### config.mk
export PLATFORM = sky130hd
export DESIGN_NAME = uart_rx_core
export DESIGN_NICKNAME = d
export VERILOG_FILES = /design/src/rtl/uart_rx_core.sv
export SDC_FILE = /design/constraint.sdc
export NUM_CORES = 1
export LEC_CHECK = 0
export CAP_MARGIN = 20
export CORE_MARGIN = 2
export CORE_UTILIZATION = 58
export CTS_BUF_LIST = sky130_fd_sc_hd__clkbuf_8
export CTS_CLUSTER_SIZE = 24
export DETAILED_ROUTE_END_ITERATION = 7
export PLACE_DENSITY = 0.81
export SYNTH_ARGS = -nofsm -noshare
export SYNTH_HDL_FRONTEND = slang
export SYNTH_SLANG_ARGS = --single-unit
### constraint.sdc
create_clock -name clk -period 3.1 [get_ports clk]
set_input_delay 0.62 -clock clk [delete_from_list [all_inputs] [get_ports clk]]
set_output_delay 0.62 -clock clk [all_outputs]
set_load 0.01 [all_outputs]
### src/rtl/uart_rx_core.sv
// uart_rx_core: 8N1 UART receive engine with a 2-FF input synchroniser, a one-cycle load strobe and sticky status flags.
// Defining UART_RX_PARITY_EN adds an even-parity bit after the data bits and a sticky parity_err output.
module uart_rx_core #(
   parameter int BAUD_DIV = 10416,
   parameter int CNT_W    = 14
) (
   input  logic       clk,
   input  logic       reset,
   input  logic       rx,
   input  logic       rx_ack,
   output logic [7:0] rx_data,
   output logic       rx_load,
   output logic       rx_rdy,
   output logic       rx_busy,
   output logic       frame_err,
   output logic       overrun,
`ifdef UART_RX_PARITY_EN
   output logic       parity_err,
`endif
   output logic [2:0] o_dbg_state
);

   // rx_load is a valid-only strobe with no backpressure; rx_rdy is set on each load and held
   // until rx_ack, so a consumer that misses the strobe can still poll for the byte.

   localparam logic [CNT_W-1:0] CNT_HALF = CNT_W'(BAUD_DIV / 2 - 1);
   localparam logic [CNT_W-1:0] CNT_FULL = CNT_W'(BAUD_DIV - 1);
   localparam logic [CNT_W-1:0] CNT_ONE  = CNT_W'(1);

   typedef enum logic [2:0] {
      S_IDLE   = 3'd0,
      S_START  = 3'd1,
      S_DATA   = 3'd2,
      S_STOP   = 3'd3,
      S_BREAK  = 3'd4
`ifdef UART_RX_PARITY_EN
      , S_PARITY = 3'd5
`endif
   } state_t;

   state_t           r_state;
   state_t           w_state_nxt;
   logic             r_sync1;
   logic             r_sync2;
   logic [CNT_W-1:0] r_cnt;
   logic [2:0]       r_bit_idx;
   logic [7:0]       r_shift;
   logic [7:0]       r_data;
   logic             r_load;
   logic             r_rdy;
   logic             r_ferr;
   logic             r_ovr;
   logic             w_rxs;
   logic             w_sample;
   logic             w_cnt_half;
   logic             w_cnt_full;
   logic             w_shift_en;
   logic             w_load_ev;
   logic             w_frame_ev;
`ifdef UART_RX_PARITY_EN
   logic             r_perr;
   logic             w_par_ev;
`endif

   assign w_rxs    = r_sync2;
   assign w_sample = (r_cnt == '0);

   always_ff @(posedge clk or negedge reset) begin
      if (!reset) begin
         r_state <= S_IDLE;
      end else begin
         r_state <= w_state_nxt;
      end
   end

   always_comb begin
      w_state_nxt = r_state;
      w_cnt_half  = 1'b0;
      w_cnt_full  = 1'b0;
      w_shift_en  = 1'b0;
      w_load_ev   = 1'b0;
      w_frame_ev  = 1'b0;
`ifdef UART_RX_PARITY_EN
      w_par_ev    = 1'b0;
`endif
      case (r_state)
         S_IDLE: begin
            if (!w_rxs) begin
               w_state_nxt = S_START;
               w_cnt_half  = 1'b1;
            end
         end
         S_START: begin
            if (w_sample) begin
               if (!w_rxs) begin
                  w_state_nxt = S_DATA;
                  w_cnt_full  = 1'b1;
               end else begin
                  w_state_nxt = S_IDLE;
               end
            end
         end
         S_DATA: begin
            if (w_sample) begin
               w_shift_en = 1'b1;
               w_cnt_full = 1'b1;
               if (r_bit_idx == 3'd7) begin
`ifdef UART_RX_PARITY_EN
                  w_state_nxt = S_PARITY;
`else
                  w_state_nxt = S_STOP;
`endif
               end
            end
         end
`ifdef UART_RX_PARITY_EN
         S_PARITY: begin
            if (w_sample) begin
               w_par_ev    = 1'b1;
               w_cnt_full  = 1'b1;
               w_state_nxt = S_STOP;
            end
         end
`endif
         S_STOP: begin
            if (w_sample) begin
               if (w_rxs) begin
                  w_load_ev   = 1'b1;
                  w_state_nxt = S_IDLE;
               end else begin
                  w_frame_ev  = 1'b1;
                  w_state_nxt = S_BREAK;
               end
            end
         end
         S_BREAK: begin
            if (w_rxs) w_state_nxt = S_IDLE;
         end
         default: w_state_nxt = S_IDLE;
      endcase
   end

   always_ff @(posedge clk or negedge reset) begin
      if (!reset) begin
         r_sync1   <= 1'b1;
         r_sync2   <= 1'b1;
         r_cnt     <= '0;
         r_bit_idx <= '0;
         r_shift   <= '0;
         r_data    <= '0;
         r_load    <= 1'b0;
         r_rdy     <= 1'b0;
         r_ferr    <= 1'b0;
         r_ovr     <= 1'b0;
      end else begin
         r_sync1 <= rx;
         r_sync2 <= r_sync1;
         if (w_cnt_half)      r_cnt <= CNT_HALF;
         else if (w_cnt_full) r_cnt <= CNT_FULL;
         else if (!w_sample)  r_cnt <= r_cnt - CNT_ONE;
         if (r_state != S_DATA) r_bit_idx <= '0;
         else if (w_shift_en)   r_bit_idx <= r_bit_idx + 3'd1;
         if (w_shift_en) r_shift <= {w_rxs, r_shift[7:1]};
         if (w_load_ev) r_data <= r_shift;
         r_load <= w_load_ev;
         // An ack landing with a new byte keeps rdy set and suppresses overrun.
         if (w_load_ev)   r_rdy <= 1'b1;
         else if (rx_ack) r_rdy <= 1'b0;
         if (w_load_ev && r_rdy && !rx_ack) r_ovr <= 1'b1;
         else if (rx_ack)                   r_ovr <= 1'b0;
         if (w_frame_ev)  r_ferr <= 1'b1;
         else if (rx_ack) r_ferr <= 1'b0;
      end
   end

`ifdef UART_RX_PARITY_EN
   always_ff @(posedge clk or negedge reset) begin
      if (!reset) begin
         r_perr <= 1'b0;
      end else if (w_par_ev && ((^r_shift) ^ w_rxs)) begin
         r_perr <= 1'b1;
      end else if (rx_ack) begin
         r_perr <= 1'b0;
      end
   end
   assign parity_err = r_perr;
`endif

   assign rx_data     = r_data;
   assign rx_load     = r_load;
   assign rx_rdy      = r_rdy;
   assign rx_busy     = (r_state != S_IDLE);
   assign frame_err   = r_ferr;
   assign overrun     = r_ovr;
   assign o_dbg_state = r_state;

endmodule

==> results.md, run 1 <==
- Mapped Cells: 163
- Number of inserted diodes: 0
- Family with the most delay on the worst path: simple AND/OR/NAND/NOR gates
- Global route overflow: 0
- Category of the worst setup path capture point: register
- Final Cycle Share: 87.4%
- Count of TritonRoute iterations in the first routing pass: 4
- Routed length per placed instance: 15.2 µm
- Count of nets after finishing: approximately 190
- Static power due to leakage: 1.00 nW
- Antenna violation net count after detailed routing: 0
- Initial Util: between 60 and 70%
- Dominant combinational cell family by area after synthesis: simple AND/OR/NAND/NOR gates
- Worst hold path depth: 0
- Antenna violations before repair: 0
- Post-synthesis compound-gate area fraction: 7.67%
- Depth of the CTS H-tree: 2
- DR iter-0 viols: 38
- Total of cells resized after clock tree synthesis: 0
- CTS tree: yes
- Power density of the placed cells: roughly 420 nW/µm²
- Critical path depth: 6
- Via count of the routed design: 1350
- Filler-free cell count of the finished design: around 230
- Synthesis-to-layout area growth: 15.3%
- # DRC: 0
- Cts bufs inserted: 5
- Clock Path Buffers: 2
- Total detailed-routing wirelength: about 3400 µm
- Library cell with the largest summed area after synthesis: dfrtp_1
- Layout Skew: ~0.0012 ns
- Final weighted congestion in routability-driven placement: 0.829
- Launching element type of the critical path: register
- Combined area of all synthesized cells: 1910 µm²
- Status: finished, final reports clean
- Setup violations, final: 0
- Net count after synthesis: 171
- Slew @ Worst Pin: 0.927 ns
- Count of buffer and inverter cells on the critical path: 1
- Number of buffers added on ports: 19
- Portion of synthesized cell area occupied by the leading cell type: a little over half
- Required time of the worst setup path: 3.28 ns
- Worst ir drop on vdd: 0.000417 V
- Die area: roughly 3800 µm²
- Logic depth of the worst register-to-register path: 6
- Storage cell area: 1050 µm²
- Arrival time at the worst endpoint: 2.89 ns
- CTS Sinks: 42
- Final standard cell area without fillers: between 2000 and 2500 µm²
- Fill cell instance count of the final layout: approximately 240
- Maximum number of pins on one net before global-route repair: 43
- Final Hold Fails: 0
- Max incr delay on CP: 0.61 ns
- Arithmetic-cell share of the synthesized area counting full adders, half adders and majority gates: 2.62%
- Reg clk slew, reported paths: roughly 0.07 ns
- Clk Latency, worst-skew pair: around 0.29 ns
- Simple-gate portion of the synthesized area: 17.2%
- Slowest cell on the critical path: or4b_2
- Core area: 3100 µm²
- Number of flops mapped to enable cells by yosys: 0
- Post-synthesis share of cell area spent on xor and xnor gates: 2.29%
- Total routing usage reported by global routing: about a fifth
- Maximum achievable frequency: 369 MHz
- Multiplexer share of the synthesized area: between 10% and 20%
- Most common flop cell mapped by yosys: dfrtp_1
- CTS root buf: clkbuf_8
- Post-route minimum period: ~2.7 ns
- Worst max-slew margin expressed relative to the limit: 38.2%
- # Post-CTS Setup Buffers: 0
- Max-slew violations: 0
- Most common cell after layout, fill and taps aside: dfrtp_1
- Register area share after synthesis: 55.2%
- Worst-path maximum fanout: 14
- I/O pin count: 20
- Dominant cells by area after synthesis: dfrtp_1 52%, mux2_4 6.3%, mux2_2 5.3%, dfstp_2 2.8%, ha_1 2.6%
- List of cells traversed by the critical path: inv_1 > ha_1 > or4b_2 > or4_4 > or2_1 > mux2_4
- Post-synthesis register bit count: 42
- Die Span X: just over 60 µm
- Floorplan die height: 61.4 µm
- Detailed placer's ending HPWL: 2390 µm
- Cell Count Post-Placement: ~220
- Average vias per placed instance: 6.00
- Multi-input combinational cell area: 791 µm²
- Type of the worst setup path: reg -> reg
- Leading cell types in the layout, fill and taps excluded: 40 x dfrtp_1, 18 x clkdlybuf4s50_1, 10 x nand2_1
- Max-capacitance violation count: 0
- Placement-stage cell area: 2110 µm²
- Async S/R FF share, synth: 100%
- Cell row count: 20
- Number of distinct library cell variants in the gate-level netlist after synthesis: 39
- Setup repair after global routing missed its margin: no
- Synth warn: 0
- Hold-fix buffers, CTS: 0
- Via count of the first global-routing pass: 1263
- Class of the most critical hold timing path: reg -> reg
- First-pass GRT wire length: 5800 µm
- Syn avg cell area: around 12 µm²
- Total negative slack: 0 ns
- Layout cell share with drive strength beyond 1: approximately a fifth
-- power breakdown --
part | leakage, nW | switching, W | total [W] | internal [W]
registers | 0.544 | 0.00000164 | 0.000552 | 0.000550
logic | 0.407 | 0.0000124 | 0.0000165 | 0.00000407
clock network | 0.0524 | 0.000177 | 0.000353 | 0.000176
total | 1.00 | 0.000191 | 0.000922 | 0.000730
-- cells in the mapped netlist (2+ instances only) --
cell and count:
o31a_1 2, mux2_4 8, dfstp_2 2, or4_1 3, ha_1 4, nand2b_1 2
a21oi_1 7, o21ai_0 5, inv_1 5, clkbuf_1 8, or4_4 2, o22ai_1 2
nand2_1 10, or3b_2 2, a31oi_1 2, or3_1 3, dfrtp_1 40, xnor2_1 5
nor2_1 8, or4b_2 2, mux2_2 9, nor3_1 7, nand3_1 6, nor4_1 4
-- cells by family (layout without fill, tap and decap cells) --
kind of cell | after synthesis | count (layout)
adder cells (fa/ha/maj) | 4 | 4
AO/OA/AOI/OAI | 23 | 23
flip-flops | 42 | 42
XOR/XNOR | 5 | 5
buffers and inverters | 15 | 33
AND/OR/NAND/NOR | 57 | 57
multiplexers | 17 | 17
-- registers in the layout, indices dropped and copies added, names as in the netlist --
signal and flops:
frame_err 1, o_dbg_state 3, overrun 1, r_bit_idx 3, r_cnt 14, r_shift 8
r_sync1 1, r_sync2 1, rx_data 8, rx_load 1, rx_rdy 1
-- per-layer routing --
layer	up-vias	routed length, µm	global-route usage [%]	part of all wire, %
met5	-	0	0	0
met4	0	39	7.60	1.1
met3	10	140	7.77	4.1
met2	36	1620	32.1	47
met1	683	1630	28.5	48
li1	621	-	-	-
-- worst reg2reg max path, delay by kind of cell (launching register included) --
family	cells	cell delay [ns]
adders and majority gates	1	0.13
buffers and inverters	1	0.10
DFF	1	0.42
muxes	1	0.36
and+or+nand+nor	3	1.59
-- layout make-up --
class,count,area share (%)
repair buffers,20,8.75
multi-input cells,106,35.9
well taps,44,2.50
clock buffers,6,3.75
clock inverters,2,0.398
inverters,5,0.852
flip-flops and latches,42,47.8
-- metrics by stage --
step	worst slack, ns	power (W)	util, %	hold WS (ns)
after CTS	0.384	0.000929	71.0	0.360
after global routing	0.275	0.000958	71.0	0.361
after global placement	0.468	0.000579	68.0	0.349
after floorplan	0.661	0.000564	-	0.324
final	0.389	0.000922	71.0	0.359
after detailed placement	0.397	0.000579	68.0	0.349
-- path summary, 6_finish.rpt --
path	slack [ns]	from	end
max in group asynchronous	2.06	reset	o_dbg_state[2]
hold reg to reg	0.36	r_sync1	r_sync2
setup / recovery	0.39	r_cnt[0]	r_shift[2]
setup reg to reg	0.39	r_cnt[0]	r_shift[2]
min in group asynchronous	0.45	reset	r_cnt[6]
hold / removal	0.36	r_sync1	r_sync2
No activity file was read; power rests on OpenSTA's default activity.
==> run 2, diff against run 1 <==
SLEW_MARGIN = 20   (was not set)
==> results of run 2 <==
No change in the layout: final DEF, timing and power equal those of run 1.
==> run 3, diff against run 2 <==
CTS_CLUSTER_SIZE = not set   (was 24)
==> results of run 3 <==
No change in the layout: final DEF, timing and power equal those of run 1.
